===== config.mk =====
export PLATFORM = sky130hd
export DESIGN_NAME = mcu_result_axil_writer_flat
export DESIGN_NICKNAME = d
export VERILOG_FILES = /design/src/rtl/mcu_writer_pkg.sv /design/src/rtl/mcu_result_axil_writer_if.sv /design/src/rtl/mcu_result_axil_writer.sv /design/src/flat_wrapper.sv
export SDC_FILE = /design/constraint.sdc
export NUM_CORES = 1
export LEC_CHECK = 0
export ABC_CLOCK_PERIOD_IN_PS = 6300
export BUFFER_PORTS_ARGS = -buffer_cell sky130_fd_sc_hd__buf_2
export CAP_MARGIN = 25
export CELL_PAD_IN_SITES_DETAIL_PLACEMENT = 1
export CELL_PAD_IN_SITES_GLOBAL_PLACEMENT = 1
export CORE_MARGIN = 5
export CORE_UTILIZATION = 40
export CTS_CLUSTER_DIAMETER = 80
export DETAILED_ROUTE_END_ITERATION = 12
export GPL_ROUTABILITY_DRIVEN = 0
export PLACE_DENSITY_LB_ADDON = 0.1
export SYNTH_ARGS = -nofsm -noshare
export SYNTH_HDL_FRONTEND = slang
export SYNTH_SLANG_ARGS = --single-unit

===== constraint.sdc =====
create_clock -name fsm_clk -period 6.3 [get_ports fsm_clk]
set_clock_uncertainty 0.05 [all_clocks]
set_input_delay 1.89 -clock fsm_clk [delete_from_list [all_inputs] [get_ports fsm_clk]]
set_output_delay 1.89 -clock fsm_clk [all_outputs]
set_load 0.02 [all_outputs]

===== src/rtl/mcu_writer_pkg.sv =====
// Shared definitions for the result writer: FSM state encoding and the
// fixed AXI-lite field values used on the write channels.
package mcu_writer_pkg;

   typedef enum logic [2:0] {
      ST_IDLE  = 3'd0,
      ST_FETCH = 3'd1,
      ST_WRITE = 3'd2,
      ST_RESP  = 3'd3,
      ST_DONE  = 3'd4
   } state_t;

   localparam logic [1:0] AXI_RESP_OKAY     = 2'b00;
   localparam logic [2:0] AXIL_PROT_DEFAULT = 3'b000;

   // True when the stream's tlast marker disagrees with the beat count.
   function automatic logic tlast_mismatch(input logic tlast, input logic last_expected);
      return tlast != last_expected;
   endfunction

endpackage


===== src/rtl/mcu_result_axil_writer_if.sv =====
// Bundle of the result stream (slave side of the writer) and the AXI-lite
// write channels (master side of the writer).
interface mcu_result_axil_writer_if #(
   parameter int DATA_WIDTH = 16,
   parameter int ADDR_WIDTH = 32,
   parameter int STRB_WIDTH = DATA_WIDTH / 8
) ();

   logic [DATA_WIDTH-1:0] s_axis_tdata;
   logic                  s_axis_tvalid;
   logic                  s_axis_tready;
   logic                  s_axis_tlast;

   logic [ADDR_WIDTH-1:0] m_axil_awaddr;
   logic [2:0]            m_axil_awprot;
   logic                  m_axil_awvalid;
   logic                  m_axil_awready;
   logic [DATA_WIDTH-1:0] m_axil_wdata;
   logic [STRB_WIDTH-1:0] m_axil_wstrb;
   logic                  m_axil_wvalid;
   logic                  m_axil_wready;
   logic [1:0]            m_axil_bresp;
   logic                  m_axil_bvalid;
   logic                  m_axil_bready;

   // Writer view: consumes the stream, drives the AXI-lite write master.
   modport master (
      input  s_axis_tdata, s_axis_tvalid, s_axis_tlast,
      output s_axis_tready,
      output m_axil_awaddr, m_axil_awprot, m_axil_awvalid,
      input  m_axil_awready,
      output m_axil_wdata, m_axil_wstrb, m_axil_wvalid,
      input  m_axil_wready,
      input  m_axil_bresp, m_axil_bvalid,
      output m_axil_bready
   );

   // Environment view: stream producer plus AXI-lite memory slave.
   modport slave (
      output s_axis_tdata, s_axis_tvalid, s_axis_tlast,
      input  s_axis_tready,
      input  m_axil_awaddr, m_axil_awprot, m_axil_awvalid,
      output m_axil_awready,
      input  m_axil_wdata, m_axil_wstrb, m_axil_wvalid,
      output m_axil_wready,
      output m_axil_bresp, m_axil_bvalid,
      input  m_axil_bready
   );

endinterface


===== src/rtl/mcu_result_axil_writer.sv =====
// Drains the result stream and writes each beat to consecutive word
// addresses over AXI-lite, one write outstanding at a time. Reports busy,
// a one-cycle complete pulse and a coincident error pulse per run.
module mcu_result_axil_writer
   import mcu_writer_pkg::*;
#(
   parameter int DATA_WIDTH = 16,
   parameter int ADDR_WIDTH = 32,
   parameter int STRB_WIDTH = DATA_WIDTH / 8
) (
   input  logic                  fsm_clk,
   input  logic                  rst,
   input  logic                  operation_start,
   input  logic [ADDR_WIDTH-1:0] base_addr,
   input  logic [ADDR_WIDTH:0]   data_size,
   output logic                  operation_busy,
   output logic                  operation_complete,
   output logic                  operation_error,
   mcu_result_axil_writer_if.master bus
);

   localparam logic [ADDR_WIDTH:0]   REM_ONE  = (ADDR_WIDTH+1)'(1);
   localparam logic [ADDR_WIDTH:0]   REM_ZERO = '0;
   localparam logic [ADDR_WIDTH-1:0] ADDR_INC = ADDR_WIDTH'(STRB_WIDTH);

   state_t                state_q;
   state_t                state_d;

   logic [ADDR_WIDTH-1:0] addr_q;
   logic [ADDR_WIDTH:0]   remaining_q;
   logic                  err_q;
   logic [DATA_WIDTH-1:0] data_q;
   logic                  aw_pend_q;
   logic                  w_pend_q;

   logic                  stream_hs;
   logic                  aw_done;
   logic                  w_done;
   logic                  last_expected;

   // A channel counts as finished once its valid has dropped or its
   // handshake is happening in this cycle.
   assign stream_hs     = (state_q == ST_FETCH) && bus.s_axis_tvalid;
   assign aw_done       = !aw_pend_q || bus.m_axil_awready;
   assign w_done        = !w_pend_q  || bus.m_axil_wready;
   assign last_expected = (remaining_q == REM_ONE);

   assign bus.m_axil_awaddr  = addr_q;
   assign bus.m_axil_awprot  = AXIL_PROT_DEFAULT;
   assign bus.m_axil_awvalid = aw_pend_q;
   assign bus.m_axil_wdata   = data_q;
   assign bus.m_axil_wstrb   = '1;
   assign bus.m_axil_wvalid  = w_pend_q;

   // State register.
   always_ff @(posedge fsm_clk) begin
      if (rst) begin
         state_q <= ST_IDLE;
      end else begin
         state_q <= state_d;
      end
   end

   // Next-state decode and the state-derived handshake/status outputs.
   always_comb begin
      state_d            = state_q;
      bus.s_axis_tready  = 1'b0;
      bus.m_axil_bready  = 1'b0;
      operation_busy     = 1'b0;
      operation_complete = 1'b0;
      operation_error    = 1'b0;
      case (state_q)
         ST_IDLE: begin
            if (operation_start) begin
               state_d = (data_size == REM_ZERO) ? ST_DONE : ST_FETCH;
            end
         end
         ST_FETCH: begin
            operation_busy    = 1'b1;
            bus.s_axis_tready = 1'b1;
            if (bus.s_axis_tvalid) begin
               state_d = ST_WRITE;
            end
         end
         ST_WRITE: begin
            operation_busy = 1'b1;
            if (aw_done && w_done) begin
               state_d = ST_RESP;
            end
         end
         ST_RESP: begin
            operation_busy    = 1'b1;
            bus.m_axil_bready = 1'b1;
            if (bus.m_axil_bvalid) begin
               state_d = (remaining_q == REM_ONE) ? ST_DONE : ST_FETCH;
            end
         end
         ST_DONE: begin
            operation_complete = 1'b1;
            operation_error    = err_q;
            state_d            = ST_IDLE;
         end
         default: begin
            state_d = ST_IDLE;
         end
      endcase
   end

   // Run bookkeeping: address/remaining counters, error flag, captured
   // beat and the per-channel pending flags that drive awvalid/wvalid.
   always_ff @(posedge fsm_clk) begin
      if (rst) begin
         addr_q      <= '0;
         remaining_q <= '0;
         err_q       <= 1'b0;
         data_q      <= '0;
         aw_pend_q   <= 1'b0;
         w_pend_q    <= 1'b0;
      end else begin
         case (state_q)
            ST_IDLE: begin
               if (operation_start) begin
                  addr_q      <= base_addr;
                  remaining_q <= data_size;
                  // A zero-size run must not report a stale error either.
                  err_q       <= 1'b0;
               end
            end
            ST_FETCH: begin
               if (stream_hs) begin
                  data_q    <= bus.s_axis_tdata;
                  aw_pend_q <= 1'b1;
                  w_pend_q  <= 1'b1;
                  if (tlast_mismatch(bus.s_axis_tlast, last_expected)) begin
                     err_q <= 1'b1;
                  end
               end
            end
            ST_WRITE: begin
               if (aw_pend_q && bus.m_axil_awready) begin
                  aw_pend_q <= 1'b0;
               end
               if (w_pend_q && bus.m_axil_wready) begin
                  w_pend_q <= 1'b0;
               end
            end
            ST_RESP: begin
               if (bus.m_axil_bvalid) begin
                  if (bus.m_axil_bresp != AXI_RESP_OKAY) begin
                     err_q <= 1'b1;
                  end
                  remaining_q <= remaining_q - REM_ONE;
                  addr_q      <= addr_q + ADDR_INC;
               end
            end
            default: begin
            end
         endcase
      end
   end

endmodule


===== src/flat_wrapper.sv =====
// flat-port wrapper written by rule: the top's interface ports become plain ports
module mcu_result_axil_writer_flat import mcu_writer_pkg::*;
#(
   parameter int DATA_WIDTH = 16,
   parameter int ADDR_WIDTH = 32,
   parameter int STRB_WIDTH = DATA_WIDTH / 8
)
  (fsm_clk, rst, operation_start, base_addr, data_size, operation_busy, operation_complete, operation_error, bus_s_axis_tdata, bus_s_axis_tvalid, bus_s_axis_tlast, bus_s_axis_tready, bus_m_axil_awaddr, bus_m_axil_awprot, bus_m_axil_awvalid, bus_m_axil_awready, bus_m_axil_wdata, bus_m_axil_wstrb, bus_m_axil_wvalid, bus_m_axil_wready, bus_m_axil_bresp, bus_m_axil_bvalid, bus_m_axil_bready);
  mcu_result_axil_writer_if #(.DATA_WIDTH(DATA_WIDTH), .ADDR_WIDTH(ADDR_WIDTH), .STRB_WIDTH(STRB_WIDTH)) bus_i ();
  input  logic fsm_clk;
  input  logic rst;
  input  logic operation_start;
  input  logic [ADDR_WIDTH-1:0] base_addr;
  input  logic [ADDR_WIDTH:0] data_size;
  output logic operation_busy;
  output logic operation_complete;
  output logic operation_error;
  input wire logic [$bits(bus_i.s_axis_tdata)-1:0] bus_s_axis_tdata;
  input wire logic [$bits(bus_i.s_axis_tvalid)-1:0] bus_s_axis_tvalid;
  input wire logic [$bits(bus_i.s_axis_tlast)-1:0] bus_s_axis_tlast;
  output wire logic [$bits(bus_i.s_axis_tready)-1:0] bus_s_axis_tready;
  output wire logic [$bits(bus_i.m_axil_awaddr)-1:0] bus_m_axil_awaddr;
  output wire logic [$bits(bus_i.m_axil_awprot)-1:0] bus_m_axil_awprot;
  output wire logic [$bits(bus_i.m_axil_awvalid)-1:0] bus_m_axil_awvalid;
  input wire logic [$bits(bus_i.m_axil_awready)-1:0] bus_m_axil_awready;
  output wire logic [$bits(bus_i.m_axil_wdata)-1:0] bus_m_axil_wdata;
  output wire logic [$bits(bus_i.m_axil_wstrb)-1:0] bus_m_axil_wstrb;
  output wire logic [$bits(bus_i.m_axil_wvalid)-1:0] bus_m_axil_wvalid;
  input wire logic [$bits(bus_i.m_axil_wready)-1:0] bus_m_axil_wready;
  input wire logic [$bits(bus_i.m_axil_bresp)-1:0] bus_m_axil_bresp;
  input wire logic [$bits(bus_i.m_axil_bvalid)-1:0] bus_m_axil_bvalid;
  output wire logic [$bits(bus_i.m_axil_bready)-1:0] bus_m_axil_bready;
  assign bus_i.s_axis_tdata = bus_s_axis_tdata;
  assign bus_i.s_axis_tvalid = bus_s_axis_tvalid;
  assign bus_i.s_axis_tlast = bus_s_axis_tlast;
  assign bus_s_axis_tready = bus_i.s_axis_tready;
  assign bus_m_axil_awaddr = bus_i.m_axil_awaddr;
  assign bus_m_axil_awprot = bus_i.m_axil_awprot;
  assign bus_m_axil_awvalid = bus_i.m_axil_awvalid;
  assign bus_i.m_axil_awready = bus_m_axil_awready;
  assign bus_m_axil_wdata = bus_i.m_axil_wdata;
  assign bus_m_axil_wstrb = bus_i.m_axil_wstrb;
  assign bus_m_axil_wvalid = bus_i.m_axil_wvalid;
  assign bus_i.m_axil_wready = bus_m_axil_wready;
  assign bus_i.m_axil_bresp = bus_m_axil_bresp;
  assign bus_i.m_axil_bvalid = bus_m_axil_bvalid;
  assign bus_m_axil_bready = bus_i.m_axil_bready;
  mcu_result_axil_writer #(.DATA_WIDTH(DATA_WIDTH), .ADDR_WIDTH(ADDR_WIDTH), .STRB_WIDTH(STRB_WIDTH)) u_core (.fsm_clk(fsm_clk), .rst(rst), .operation_start(operation_start), .base_addr(base_addr), .data_size(data_size), .operation_busy(operation_busy), .operation_complete(operation_complete), .operation_error(operation_error), .bus(bus_i));
endmodule

* Word-level counts from Yosys, hierarchy flattened
Cells that the tools add are included.
** Operators by class
- Add/subtract/negate cells :: 2
- Multiply operators :: 0
- Divide/modulo/power cells :: 0
- Magnitude comparators :: 0
- Equal/unequal tests :: 15
- Shifts and indexed selects :: 0
- Mux-type cells :: 29
- Bitwise logic cells :: 0
- Reductions and logical operators :: 21
** Operators by type and width (count)
- 2-to-1 mux 33 bit :: 2
- case mux 33 bit (2 select lines) :: 1
- 2-to-1 mux 32 bit :: 2
- case mux 32 bit (2 select lines) :: 1
- equality test 33 x 1 -> 1 bit (second input constant) :: 1
- zero test 33 bit :: 1
- subtractor 33 x 1 -> 33 bit (second input constant) :: 1
- adder 32 x 2 -> 32 bit (second input constant) :: 1
- 2-to-1 mux 3 bit :: 6
- 2-to-1 mux 1 bit :: 13
- case mux 3 bit (4 select lines) :: 1
- != test 2 x 1 -> 1 bit (second input constant) :: 5
- AND reduction 3 bit :: 3
- != test 2 bit (second input constant) :: 4
- equality test 3 x 2 -> 1 bit (second input constant) :: 2
- AND reduction 6 bit :: 1
- nonzero test 2 bit :: 3
- logical AND 1 bit :: 4
- case mux 1 bit (2 select lines) :: 2
- AND reduction 4 bit :: 1
- equality test 3 x 1 -> 1 bit (second input constant) :: 1
- equality test 3 bit (second input constant) :: 1
- zero test 3 bit :: 1
- case mux 1 bit (3 select lines) :: 1
- other kinds (6) :: 8
** Word-level totals
- Register bits :: 87
- Bits in latches :: 0
- Bits in writable memories :: 0
- Memory bits (read-only) :: 0
- Input bits :: 91
- Output and inout bits :: 60
- Logic and storage cells :: 74
- Memories :: 0

* Depth between registers and ports, before layout
Gate-level depths: netlist of run 1.
- Depth after elaboration :: 5
- Depth in mapped cells :: 8

* Worst setup path before layout of run 1
No wires, ideal clock.
- Path kind :: input -> register
- Start :: input operation_start
- End :: register u_core.remaining_q[26]
- Data arrival time :: 3.452 ns
- Path slack :: 2.659 ns
- Stages :: 8
- Buffers on the path :: 3
- Cells stage by stage :: or4b_1 > clkbuf_1 > nand2_1 > buf_2 > buf_1 > o21ai_0 > a22oi_1 > o221ai_1
** On the way
- Cells in the longest elaborated chain, start to end :: 2
** RTL lines
- from (decl) :: line flat_wrapper.sv:12 : input logic operation_start;
- != test 2 bit (no source line)
- AND reduction 3 bit (no source line)
- to (signal assigned) :: line mcu_result_axil_writer.sv:124 : remaining_q <= data_size;
- to (signal assigned) :: line mcu_result_axil_writer.sv:152 : remaining_q <= remaining_q - REM_ONE;
- to (decl) :: line mcu_result_axil_writer.sv:30 : logic [ADDR_WIDTH:0] remaining_q;
No other way between the ends.
A chain may end at the register's enable or synchronous reset.

* Final worst setup path of run 1
- Start :: input operation_start
- End :: register u_core.addr_q[30], in the netlist u_core.bus.m_axil_awaddr[30]
** On the way
- Cells in the longest elaborated chain, start to end :: 2
** RTL lines
- != test 2 bit (no source line)
- AND reduction 3 bit (no source line)
- to (signal assigned) :: line mcu_result_axil_writer.sv:123 : addr_q <= base_addr;
- to (signal assigned) :: line mcu_result_axil_writer.sv:153 : addr_q <= addr_q + ADDR_INC;
- to (decl) :: line mcu_result_axil_writer.sv:29 : logic [ADDR_WIDTH-1:0] addr_q;
No other way between the ends.

==> flow_metrics.tcl, run 1 <==
set metrics [dict create \
    ant_nets 0 \
    grt_antenna_before_repair 3 \
    drive_above_1_share_pct 22.7 \
    drt-wirelength-per-cell_um 19.7 \
    ios 151 \
    setup_tns_ps 0 \
    synth.area.top_cells "dfxtp_1 34%, nand2_1 6.9%, a21oi_1 6.4%" \
    fillers 1652 \
    grt_use_total_pct 25.4 \
    fp-row-count 41 \
    grt_overflow 0 \
    grt_pass1_wl_um 30800 \
    synthMuxAreaShare_pct 3.97 \
    via_per_inst 6.01 \
    yosys.area_share.simple_pct 30.1 \
    end_kind "register" \
    port_buffers 145 \
    synthesis.area_um2 5140 \
    grtUsageMet2_pct 42.2 \
    crit_type "input pin to register" \
    finalSetupViolCount 0 \
    min_period_over_period_pct 64.5 \
    pwr_density_cell_nw_per_um2 315 \
    layout_setup_ws_ps 2240 \
    drtIter0Drc 390 \
    htreeDepth 3 \
    synth_ff_type "dfxtp_1" \
    synth_top_area_cell "dfxtp_1" \
    area_growth_pct 21.8 \
    grt_util_met3_pct 4.35 \
    fin_crit_ps 4060 \
    cts_hold_buf 0 \
    grt.busiest_layer "met2" \
    final_nets 899 \
    synthAdderAreaFrac_pct 0.730 \
    drc_errors 0 \
    power.total_w 0.00198 \
    synth.top_cell.area_share_pct 33.9 \
    synth_top_family_by_area "simple AND/OR/NAND/NOR gates" \
    avgSynthCellArea_um2 7.39 \
    drv_cap 0 \
    peakVddDrop_v 0.000132 \
    critical_path_arrival_ps 4300 \
    fmax_ghz 0.246 \
    status "completed" \
    seq_area_frac_synth_pct 33.9 \
    die_w_um 123 \
    clock_latency_ps 350 \
    wirelength_um 19400 \
    ctsResizeCount 0 \
    p_leak_nw 2.47 \
    die_h_um 123 \
    die-area_um2 15200 \
    postSynthCellCount 696 \
    finalMaxSlewViolations 0 \
    core-area_um2 12600 \
    relSlewSlack_pct 29.9 \
    async_flop_share_pct 0 \
    firstDrtPassIters 5 \
    synth.distinct_cells 64 \
    synth-xor-area-share_pct 0 \
    ys_ff_latch 87 \
    grt_max_degree 62 \
    cts-buffers-inserted 9 \
    cts.clk_slew.worst_paths_ps 70 \
    grt_pass1_vias 6176 \
    cp.required_ps 6540 \
    startpoint_type "input pin" \
    synth_edf_count 0 \
    synth-compound-area-share_pct 25.3 \
    vias 5910 \
    met1_usage_pct 32.6 \
    pre_cts_ws_ps 1920 \
    postCtsSetupBuffers 0 \
    path_max_fanout 35 \
    root_buffer "clkbuf_16" \
    cts_buffer_depth 2 \
    dpl.hpwl_um 13300 \
    rsz0062_at_grt "false" \
    hold_path_class "register to register" \
    yosys_warnings 0 \
    worst_slew_pin_slew_ps 1050 \
    cts.sinks 87 \
    start_util_pct 40.7 \
    cts_tree "yes" \
    finalHoldViolCount 0 \
]
logic make-up after synthesis:
family / after synthesis
buffers and inverters: 74
adder cells (fa/ha/maj): 3
other: 2
AO/OA/AOI/OAI: 198
multiplexers: 20
flip-flops: 87
AND/OR/NAND/NOR: 312
critical path: stages:
cell and delay (ps):
buf_2 100, or4b_1 430, buf_4 220, nand2_2 600, buf_4 400, nor2_1 70
or4_1 490, nor2_1 90
per-layer routing:
| layer | up-vias | part of all wire [%] | routed length, µm |
|---|---|---|---|
| li1 | 2816 | - | - |
| met1 | 2895 | 44 | 8580 |
| met2 | 165 | 49 | 9600 |
| met3 | 30 | 4.9 | 944 |
| met4 | 4 | 1.3 | 257 |
| met5 | - | 0.072 | 14 |
cell usage after synthesis (all sizes together) (3+ instances only):
master / n
a2111oi: 4
a211oi: 13
a21o: 5
a21oi: 66
a221oi: 6
a22oi: 7
a311oi: 10
a31oi: 7
a41oi: 5
and2: 5
and3: 5
and4: 6
buf: 12
clkbuf: 50
dfxtp: 87
ha: 3
inv: 12
mux2: 3
mux2i: 17
nand2: 94
nand2b: 5
nand3: 21
nand3b: 4
nand4: 18
nand4b: 4
nor2: 72
nor3: 25
nor4: 29
o211ai: 4
o21a: 3
o21ai: 29
o22ai: 10
o311ai: 3
o41ai: 3
or3: 8
or4: 8
power breakdown:
group          switching [W]  internal, W  total, W
registers           0.000119     0.000636  0.000755
clock network       0.000232     0.000339  0.000571
logic               0.000412     0.000238  0.000650
total               0.000763      0.00121   0.00198
final cells by class:
type / count / area (µm²) / area share, %
multi-input combinational: 538 / 3130 / 50.0
tap: 172 / 215 / 3.44
clock buffer: 13 / 270 / 4.32
timing repair buffer: 157 / 816 / 13.0
clock inverter: 3 / 40.0 / 0.639
antenna: 1 / 2.50 / 0.0400
inverter: 12 / 45.0 / 0.719
sequential: 87 / 1740 / 27.8
metrics by stage:
stage	cells	hold WS [ps]	utilization, %	instance area, µm²
2_1_floorplan	699	401	-	5150
3_3_place_gp	966	384	47.1	5950
3_5_place_dp	966	394	47.1	5950
4_1_cts	982	403	49.6	6260
5_1_grt	983	430	49.6	6260
6_report	983	399	49.6	6260
registers in the layout, summed over array words and instances (netlist names):
register,count
u_core.err_q,1
u_core.bus.m_axil_wvalid,1
u_core.state_q,3
u_core.remaining_q,33
u_core.bus.m_axil_awaddr,32
u_core.bus.m_axil_awvalid,1
u_core.bus.m_axil_wdata,16
layout by cell type, fill, tap and decap left out, drive strengths merged, types with 6 or more instances in the layout:
master,instances
a221oi,6
nand3,21
mux2i,17
a311oi,10
o21ai,29
nand4,18
nand2,94
nor2,72
nor3,25
buf,157
inv,12
a21oi,66
a22oi,7
clkbuf,13
nor4,29
or4,8
a31oi,7
and4,6
or3,8
o22ai,10
dfxtp,87
a211oi,13
path summary, 6_finish.rpt:
path,start,endpoint,slack (ps),depth (start not counted)
hold reg to reg,u_core.bus.m_axil_awaddr[0],u_core.bus.m_axil_awaddr[0],400,2
setup reg to reg,u_core.state_q[0],u_core.bus.m_axil_awaddr[30],3240,7
hold / removal,u_core.bus.m_axil_awaddr[0],u_core.bus.m_axil_awaddr[0],400,2
setup / recovery,operation_start,u_core.bus.m_axil_awaddr[30],2240,8
(Power assumes the default switching activity.)
==> run 2, diff against run 1 <==
- ABC_CLOCK_PERIOD_IN_PS: 6300 -> 3700
- CORE_UTILIZATION: 40 -> 33
- clock period: 6.3 -> 3.7 ns (I/O delays scaled with it)
==> flow_metrics.tcl, run 2 (synthesis results as in run 1) <==
set metrics [dict create \
    drc_errors 0 \
    cts-buffers-inserted 9 \
    path_buf_inv 1 \
    ios 151 \
    cts_buffer_depth 2 \
    start_util_pct 33.7 \
    pwr_density_cell_nw_per_um2 529 \
    firstDrtPassIters 5 \
    final_nets 906 \
    whs_ps 401 \
    dp_cells 1012 \
    crit_type "register to output port" \
    startpoint_type "register" \
    vias 5927 \
    die_h_um 135 \
    die_w_um 135 \
    critPathSlowestCell "dfxtp_1" \
    grt_max_degree 83 \
    fmax_ghz 0.328 \
    fin_util_pct 41.8 \
    cts.sinks 87 \
    fillers 1927 \
    slowest_delay_ps 660 \
    area_growth_pct 24.1 \
    worst_slew_pin_slew_ps 668 \
    largest_register_ff_count 33 \
    drt-wirelength-per-cell_um 19.1 \
    fin_cells 1029 \
    die-area_um2 18200 \
    fp-row-count 45 \
    ctsResizeCount 0 \
    layout.area.seq_um2 1740 \
    ant_nets 0 \
    wirelength_um 19600 \
    root_buffer "clkbuf_16" \
    postCtsSetupBuffers 0 \
    htreeDepth 3 \
    via_per_inst 5.76 \
    cts_tree "yes" \
    peakVddDrop_v 0.000211 \
    cpLargestDelayFamily "flip-flops" \
    critical_path_arrival_ps 1890 \
    dpl.hpwl_um 13700 \
    path_max_fanout 16 \
    top_register "u_core.remaining_q" \
    setup_tns_ps 0 \
    grt_antenna_before_repair 0 \
    relSlewSlack_pct 55.4 \
    finalMaxSlewViolations 0 \
    drv_cap 0 \
    fin_crit_ps 3050 \
    min_period_over_period_pct 82.3 \
    hold_path_class "register to register" \
    finalSetupViolCount 0 \
    grt_pass1_vias 6055 \
    cp.required_ps 2540 \
    drtIter0Drc 286 \
    layout_commonest_cell "buf_2" \
    crit_path_cell_trace "nor3b_1, buf_2" \
    cts.clk_slew.worst_paths_ps 60 \
    status "completed" \
    port_buffers 145 \
    grt_use_total_pct 21.3 \
    multiInputGateArea_um2 3130 \
    cts_hold_buf 0 \
    core-area_um2 15300 \
    end_kind "output port" \
    finalHoldViolCount 0 \
    grt_overflow 0 \
    drive_above_1_share_pct 23.3 \
    p_leak_nw 2.51 \
    rsz0062_at_grt "false" \
    final_cell_mix "145 x buf_2, 93 x nand2_1, 87 x dfxtp_1" \
    grt_pass1_wl_um 31300 \
    clock_latency_ps 350 \
]
## run 2: changes by cell type in the layout (fill, tap and decap cells not counted)
| cell | previous run | this run |
|---|---|---|
| buf_4 | 12 | 16 |
| clkinv_2 | 2 | 3 |
| buf_12 | 0 | 3 |
| clkbuf_8 | 3 | 1 |
| clkbuf_1 | 1 | 2 |
## run 2: through the flow
stage          cell area, µm²  setup slack [ps]  power [W]
2_1_floorplan            5150               839    0.00202
3_3_place_gp             6090               721    0.00241
3_5_place_dp             6090               626    0.00246
4_1_cts                  6380               623    0.00341
5_1_grt                  6380               458    0.00359
6_report                 6380               654    0.00338
## run 2: area by class of cell
type / instances / share of cell area, %
diodes: 1 / 0.0392
flip-flops and latches: 87 / 27.3
repair buffers: 164 / 14.2
inverters: 12 / 0.706
well taps: 211 / 4.14
clock inverters: 4 / 0.706
clock buffers: 12 / 3.86
multi-input cells: 538 / 49.1
## run 2: worst reg2reg max path: cells and delay by family (launching register included)
kind / cells / cell delay, ps
AND/OR/NAND/NOR: 4 / 1990
flip-flops: 1 / 370
AO/OA/AOI/OAI: 1 / 240
## run 2: worst paths after layout
kind	startpoint	end	slack (ps)	depth (start not counted)
worst max-delay path	u_core.state_q[0]	bus_s_axis_tready	650	2
worst min-delay path	u_core.bus.m_axil_wdata[12]	u_core.bus.m_axil_wdata[12]	400	2
worst max register to register	u_core.remaining_q[12]	u_core.remaining_q[24]	970	5
worst min register to register	u_core.bus.m_axil_wdata[12]	u_core.bus.m_axil_wdata[12]	400	2
## run 2: report_power, final
group	total [W]	internal [W]	switching [W]	leakage, nW
clock	0.000934	0.000540	0.000394	0.146
combinational	0.00116	0.000445	0.000719	1.65
sequential	0.00128	0.00108	0.000198	0.715
## run 2: layer usage
metal / track usage (%) / vias to the layer above / wire length [µm]
li1: - / 2837 / -
met4: 8.65 / 0 / 487
met5: 0 / - / 0
met1: 27.6 / 2907 / 9050
met3: 3.46 / 32 / 834
met2: 35.4 / 151 / 9280
